--- src/rtl/prt_dptx_trn_seq.sv ---
// -----------------------------------------------------------------------------
// prt_dptx_trn_seq
// DisplayPort TX link pattern sequencer. It sits directly upstream of the TX
// scrambler on each lane.
//
// Patterns generated:
//   - TPS1 : continuous D10.2, unscrambled
//   - TPS2 : K28.5 D11.6 K28.5 D11.6 D10.2 x6, repeating every 10 symbols,
//            unscrambled
//   - IDLE : BS BF BF BS VB-ID Mvid Maud, then D0.0 up to the idle period,
//            scrambled
//
// Pipeline:
//   - The first register stage holds the mode and the symbol index.
//   - The second stage registers the symbols generated from the first stage.
//   - The scrambler enable is taken from the next-mode value. It therefore
//     leads the data it qualifies by one cycle, which matches the scrambler's
//     own one-cycle control register.
//
// Optional build macro:
//   PRT_DPTX_TRN_STAT_EN - adds STA_PER_CNT_OUT, a saturating count of
//                          completed IDLE periods.
// -----------------------------------------------------------------------------
module prt_dptx_trn_seq #(
  parameter int P_SIM = 0,  // 1: short idle period for simulation
  parameter int P_SPL = 2   // symbols per lane per clock (2 or 4)
) (
  input  logic                 CLK_IN,
  input  logic                 RST_IN,
  input  logic                 CTL_EN_IN,
  input  logic [1:0]           CTL_TPS_IN,
  output logic                 SCRM_EN_OUT,
  output logic                 SCRM_EFM_OUT,
  output logic [P_SPL-1:0]     LNK_K_OUT,
  output logic [8*P_SPL-1:0]   LNK_DAT_OUT,
  output logic [1:0]           STA_MODE_OUT
`ifdef PRT_DPTX_TRN_STAT_EN
  ,
  output logic [15:0]          STA_PER_CNT_OUT
`endif
);

  // Idle period in symbols; always a multiple of P_SPL.
  localparam int unsigned P_PER      = (P_SIM != 0) ? 64 : 8192;
  localparam logic [12:0] C_SPL      = 13'(P_SPL);
  localparam logic [12:0] C_PER_LAST = 13'(P_PER - P_SPL);  // index of last group in a period
  localparam logic [12:0] C_TPS2_LEN = 13'd10;

  // Symbol codes.
  localparam logic [7:0] C_D10_2 = 8'h4A;
  localparam logic [7:0] C_D11_6 = 8'hCB;
  localparam logic [7:0] C_K28_5 = 8'hBC;  // also BS in IDLE
  localparam logic [7:0] C_BF    = 8'hF7;
  localparam logic [7:0] C_VBID  = 8'h08;  // NoVideoStream flag set

  // Encoding doubles as the STA_MODE_OUT value.
  typedef enum logic [1:0] {
    MODE_OFF  = 2'd0,
    MODE_TPS1 = 2'd1,
    MODE_TPS2 = 2'd2,
    MODE_IDLE = 2'd3
  } mode_e;

  mode_e       mode_q, mode_d;
  mode_e       req_mode;
  logic [12:0] sym_idx_q, sym_idx_d;
  logic [12:0] idx_inc;
  logic        tps2_bound;
  logic        tps2_wrap;
  logic        idle_wrap;

  logic               scrm_en_q;
  logic               scrm_efm_q;
  logic [P_SPL-1:0]   lnk_k_q;
  logic [8*P_SPL-1:0] lnk_dat_q;
  mode_e              sta_mode_q;

  logic [P_SPL-1:0]   pat_k;
  logic [8*P_SPL-1:0] pat_dat;

  // Map the pattern request onto a mode; the reserved code behaves as idle.
  always_comb begin
    unique case (CTL_TPS_IN)
      2'd1:    req_mode = MODE_TPS1;
      2'd2:    req_mode = MODE_TPS2;
      default: req_mode = MODE_IDLE;
    endcase
  end

  // Index of symbol 0 on the next cycle, before any wrap.
  assign idx_inc = sym_idx_q + C_SPL;

  // TPS2 holds its index modulo 10. The pattern may only be left when the
  // next cycle would start exactly on a new 10-symbol sequence.
  assign tps2_bound = (idx_inc == C_TPS2_LEN);
  assign tps2_wrap  = (idx_inc >= C_TPS2_LEN);

  // The last group of an idle period is being sent.
  assign idle_wrap = (sym_idx_q == C_PER_LAST);

  // Compute the next mode and symbol index. Entering any state restarts the
  // index at 0. A request equal to the current mode leaves the index running.
  always_comb begin
    // NOTE: every combinational output gets a default first, so no path
    // through the case can leave it unassigned and infer a latch.
    mode_d    = mode_q;
    sym_idx_d = sym_idx_q;
    if (!CTL_EN_IN) begin
      mode_d    = MODE_OFF;
      sym_idx_d = '0;
    end else begin
      unique case (mode_q)
        MODE_OFF: begin
          mode_d    = req_mode;
          sym_idx_d = '0;
        end
        MODE_TPS1: begin
          if (req_mode != MODE_TPS1) begin
            mode_d    = req_mode;
            sym_idx_d = '0;
          end else begin
            sym_idx_d = idx_inc;
          end
        end
        MODE_TPS2: begin
          if (tps2_bound && (req_mode != MODE_TPS2)) begin
            mode_d    = req_mode;
            sym_idx_d = '0;
          end else if (tps2_wrap) begin
            sym_idx_d = idx_inc - C_TPS2_LEN;
          end else begin
            sym_idx_d = idx_inc;
          end
        end
        MODE_IDLE: begin
          if (req_mode != MODE_IDLE) begin
            mode_d    = req_mode;
            sym_idx_d = '0;
          end else if (idle_wrap) begin
            sym_idx_d = '0;
          end else begin
            sym_idx_d = idx_inc;
          end
        end
        default: begin
          mode_d    = MODE_OFF;
          sym_idx_d = '0;
        end
      endcase
    end
  end

  // Generate the symbols of the current mode; symbol i uses index sym_idx+i.
  always_comb begin
    logic [12:0] pos;
    logic [12:0] pos10;
    pat_k   = '0;
    pat_dat = '0;
    for (int i = 0; i < P_SPL; i++) begin
      pos   = sym_idx_q + 13'(i);
      pos10 = (pos >= C_TPS2_LEN) ? (pos - C_TPS2_LEN) : pos;
      unique case (mode_q)
        MODE_TPS1: begin
          pat_dat[8*i +: 8] = C_D10_2;
        end
        MODE_TPS2: begin
          if (pos10 < 13'd4) begin
            // Even positions carry K28.5, odd positions carry D11.6.
            pat_k[i]          = ~pos10[0];
            pat_dat[8*i +: 8] = pos10[0] ? C_D11_6 : C_K28_5;
          end else begin
            pat_dat[8*i +: 8] = C_D10_2;
          end
        end
        MODE_IDLE: begin
          unique case (pos)
            13'd0, 13'd3: begin
              pat_k[i]          = 1'b1;
              pat_dat[8*i +: 8] = C_K28_5;
            end
            13'd1, 13'd2: begin
              pat_k[i]          = 1'b1;
              pat_dat[8*i +: 8] = C_BF;
            end
            13'd4:   pat_dat[8*i +: 8] = C_VBID;
            default: pat_dat[8*i +: 8] = 8'h00;  // Mvid, Maud, D0.0 fill
          endcase
        end
        default: begin
        end
      endcase
    end
  end

`ifdef PRT_DPTX_TRN_STAT_EN
  logic [15:0] per_cnt_q;
  logic        per_done;
  logic        idle_entry;

  // A full idle period completes on this cycle.
  assign per_done   = CTL_EN_IN && (mode_q == MODE_IDLE) && idle_wrap;
  assign idle_entry = (mode_q != MODE_IDLE) && (mode_d == MODE_IDLE);

  // Saturating count of completed idle periods; restarts with each idle entry.
  always_ff @(posedge CLK_IN) begin
    if (RST_IN || !CTL_EN_IN || idle_entry) begin
      per_cnt_q <= '0;
    end else if (per_done && (per_cnt_q != 16'hFFFF)) begin
      per_cnt_q <= per_cnt_q + 16'd1;
    end
  end

  assign STA_PER_CNT_OUT = per_cnt_q;
`endif

  // Sequencer state plus every output register.
  always_ff @(posedge CLK_IN) begin
    // NOTE: reset is sampled on the clock edge, and all state uses
    // non-blocking assignments so every register samples pre-edge values.
    if (RST_IN) begin
      mode_q     <= MODE_OFF;
      sym_idx_q  <= '0;
      scrm_en_q  <= 1'b0;
      scrm_efm_q <= 1'b0;
      lnk_k_q    <= '0;
      lnk_dat_q  <= '0;
      sta_mode_q <= MODE_OFF;
    end else begin
      mode_q     <= mode_d;
      sym_idx_q  <= sym_idx_d;
      // Leads the data it qualifies by one cycle.
      scrm_en_q  <= (mode_d == MODE_IDLE);
      scrm_efm_q <= CTL_EN_IN;
      if (!CTL_EN_IN) begin
        // Disable blanks the outputs immediately, not after the pipeline.
        lnk_k_q    <= '0;
        lnk_dat_q  <= '0;
        sta_mode_q <= MODE_OFF;
      end else begin
        lnk_k_q    <= pat_k;
        lnk_dat_q  <= pat_dat;
        sta_mode_q <= mode_q;
      end
    end
  end

  assign SCRM_EN_OUT  = scrm_en_q;
  assign SCRM_EFM_OUT = scrm_efm_q;
  assign LNK_K_OUT    = lnk_k_q;
  assign LNK_DAT_OUT  = lnk_dat_q;
  assign STA_MODE_OUT = sta_mode_q;

endmodule

--- config.mk ---
export PLATFORM = sky130hd
export DESIGN_NAME = prt_dptx_trn_seq
export DESIGN_NICKNAME = d
export VERILOG_FILES = /design/src/rtl/prt_dptx_trn_seq.sv
export SDC_FILE = /design/constraint.sdc
export NUM_CORES = 1
export LEC_CHECK = 0
export ABC_AREA = 0
export CAP_MARGIN = 15
export CORE_ASPECT_RATIO = 1.4
export CORE_MARGIN = 4
export CORE_UTILIZATION = 34
export CTS_CLUSTER_SIZE = 24
export DETAILED_ROUTE_END_ITERATION = 6
export GPL_TIMING_DRIVEN = 0
export PLACE_DENSITY = 0.58
export SYNTH_ARGS = -nofsm -noshare
export SYNTH_HDL_FRONTEND = slang
export SYNTH_SLANG_ARGS = --single-unit
--- constraint.sdc ---
create_clock -name CLK_IN -period 4.6 [get_ports CLK_IN]
set_clock_uncertainty 0.15 [all_clocks]
set_input_delay 0.69 -clock CLK_IN [delete_from_list [all_inputs] [get_ports CLK_IN]]
set_output_delay 0.69 -clock CLK_IN [all_outputs]
set_load 0.01 [all_outputs]
==> out/qor.txt <==
Worst setup path class: reg -> reg
Total CTS buffers: 5
Seq pwr share: 39.9%
DR WL/cell: 15.93 um
CTS tree: built
Min cycle time layout: 3016 ps
# rows: 34
Vias/cell: 5.731
Combinational share of power: 15.0%
Die ar.: 0.007725 mm^2
Routability cong.: 0.9263
R2R setup slack: 1580 ps
CP startpoint kind: flop
Number of synthesized flops with an enable pin: 0
Worst-skew pair later-pin latency: 280 ps
TritonRoute pass-1 iters: 4
Area leader, netlist: dfxtp_1
Sequential element share of the synthesized area: 26.82%
RR Endpoint: sym_idx_q[8]$_SDFF_PP0_
Required arrival time at the worst endpoint: 4630 ps
Layout cells sized above 1: 11.73%
Die height: 102.4 um
CTS root buffer: clkbuf_8
Worst Path Arrival: 3040 ps
Setup crit start: sym_idx_q[1]$_SDFF_PP0_
LEAKAGE: 0.001051 uW
Quantity of hold-fixing buffers added after cts: 0
Peak supply drop: 152.1 uV
Initial antenna violation count: 0
DRC viols: 0
Antenna viol nets, final: 0
Worst-path fanout max: 11
Commonest cells after routing, fill and taps aside: dfxtp_1 (29), clkdlybuf4s50_1 (26), nand2_1 (20), a21oi_1 (18), nor2_1 (16)
Max Fclk: 0.3316 GHz
Switching Power: 180.8 uW
Post-synthesis async set-or-reset flop share: 0%
Mean Syn Cell Area: 7.929 um^2
Initial Utilization: 34.85%
Internal Power: 518.5 uW
Setup TNS Final: 0 ps
Synthesized instance count: 273
Setup violators final: 0
Primary FF master, synth: dfxtp_1
WHS Path Cells: 2
Longest Clk Path Bufs: 2
Cell Pwr Density: 264.0 mW/mm^2
# IOs: 27
Reg clk slew, reported paths: 60 ps
Switch share: 25.85%
Largest net degree at the start of global routing: 12
Post-Syn Nets: 284
Fin. Hold Viols: 0
Core Region: 0.006211 mm^2
Layout area overhead: 22.37%
WHS: 539.8 ps
Syn. warnings: 0
Post-synth cell types: 50
Synth area leaders: dfxtp_1 (27%), a21oi_1 (4.2%), buf_4 (4.2%), xnor2_1 (4.0%), xor2_1 (4.0%)
R2R depth: 10
Vias post-DR: 2172
Hpwl dp: 4681 um
Number of max-cap violations: 0
Clock sink total: 29
Global-route wire length before repair: 9722 um
Synth top area share: 26.82%
Status: finished, final reports clean
Die width: 75.44 um
Number of DRC markers in iteration 0: 124
Worst setup EP type: flop
Post-CTS resize count: 0
Fin crit share: 65.56%
Yosys reg bits: 29
RR Startpoint: sym_idx_q[1]$_SDFF_PP0_
Vias in the first global route: 2031
H-Tree Depth: 2
Relative slew margins: 43.74%
Setup crit end: sym_idx_q[8]$_SDFF_PP0_
Slew Limit Fails: 0
Most common cell after layout, fill and taps aside: dfxtp_1
RSZ-0062 raised after global routing: false
Slew @ Worst Pin: 843.9 ps
Final WL: 6037 um
Post-Synthesis Cell Area: 0.002165 mm^2
Grt ovf: 0
Total track usage: 16.51%
Clock share of power: 45.1%
Setup bufs post-CTS: 0
Port bufs: 26
N_diodes: 0
Hold WC Path Type: reg -> reg
Nets@finish: 317
[how the worst min path moves through the flow]
stage	from	end	slack [ps]
floorplan	sym_idx_q[1]$_SDFF_PP0_	LNK_DAT_OUT[0]$_SDFF_PP0_	420
global placement	mode_q[0]$_SDFF_PP0_	LNK_DAT_OUT[11]$_SDFF_PP0_	520
detailed placement	sym_idx_q[1]$_SDFF_PP0_	LNK_DAT_OUT[0]$_SDFF_PP0_	530
CTS	sym_idx_q[1]$_SDFF_PP0_	LNK_DAT_OUT[0]$_SDFF_PP0_	530
global route	sym_idx_q[1]$_SDFF_PP0_	LNK_DAT_OUT[0]$_SDFF_PP0_	570
finish	mode_q[0]$_SDFF_PP0_	LNK_DAT_OUT[3]$_SDFF_PP0_	540
[power by group through the flow]
| stage | clock (uW) | sequential (uW) | combinational [uW] |
|---|---|---|---|
| floorplan | 0 | 279 | 69.1 |
| global placement | 0 | 284 | 104 |
| detailed placement | 0 | 284 | 105 |
| CTS | 322 | 278 | 106 |
| global route | 326 | 281 | 120 |
| finish | 316 | 279 | 105 |
[metal layers]
metal	up-vias	routed length, um	GRT usage, %
met5	-	0	0
met4	0	304	10.63
met3	23	299	2.657
met2	85	3000	27.94
met1	1007	2433	18.67
li1	1057	-	-
[flip-flops by register name, indices dropped and copies added (netlist names)]
register,count
sym_idx_q,12
LNK_DAT_OUT,9
LNK_K_OUT,2
STA_MODE_OUT,2
mode_q,2
SCRM_EFM_OUT,1
SCRM_EN_OUT,1
[cell families after synthesis]
kind of cell / synth area share (%)
AO/OA/AOI/OAI: 27.75
AND/OR/NAND/NOR: 25.20
buffers and inverters: 8.671
adder cells (fa/ha/maj): 3.468
XOR/XNOR: 8.092
flip-flops: 26.82
[metrics by stage]
stage / cell area, um^2 / util (%) / total power (uW) / worst slack [ps] / std cells
2_1_floorplan: 2165 / - / 347.9 / 2093 / 273
3_3_place_gp: 2515 / 40.49 / 388.4 / 1452 / 371
3_5_place_dp: 2515 / 40.49 / 389.2 / 1450 / 371
4_1_cts: 2649 / 42.65 / 705.5 / 1603 / 379
5_1_grt: 2649 / 42.65 / 726.3 / 1432 / 379
6_report: 2649 / 42.65 / 699.4 / 1584 / 379
[layout make-up]
cell class	instances	area (um^2)
clock inverter	3	65.06
clock buffer	5	68.82
tap	72	90.09
inverter	11	41.29
buffer	22	146.4
timing repair buffer	26	260.3
multi-input combinational	211	1396
sequential	29	580.6
fill	662	3562
[critical path, cell delays in order, from the launching register on]
cell,delay [ps]
dfxtp_1,580
ha_1,230
buf_4,180
and4_1,220
buf_6,140
nand3_4,90
nor4b_4,340
o211ai_2,180
o21ai_1,450
nor3_1,120
a211o_1,230
[cell usage after synthesis, drive strengths merged, types with 6 or more instances]
cell type  instances
nand3             10
xor2              10
o211ai             6
o21ai             20
xnor2             10
and2               7
nor2              16
a21oi             19
o21a               6
inv               11
dfxtp             29
nand2             20
ha                 6
nand2b             6
nor3              13
buf               17
(Power assumes the default switching activity.)
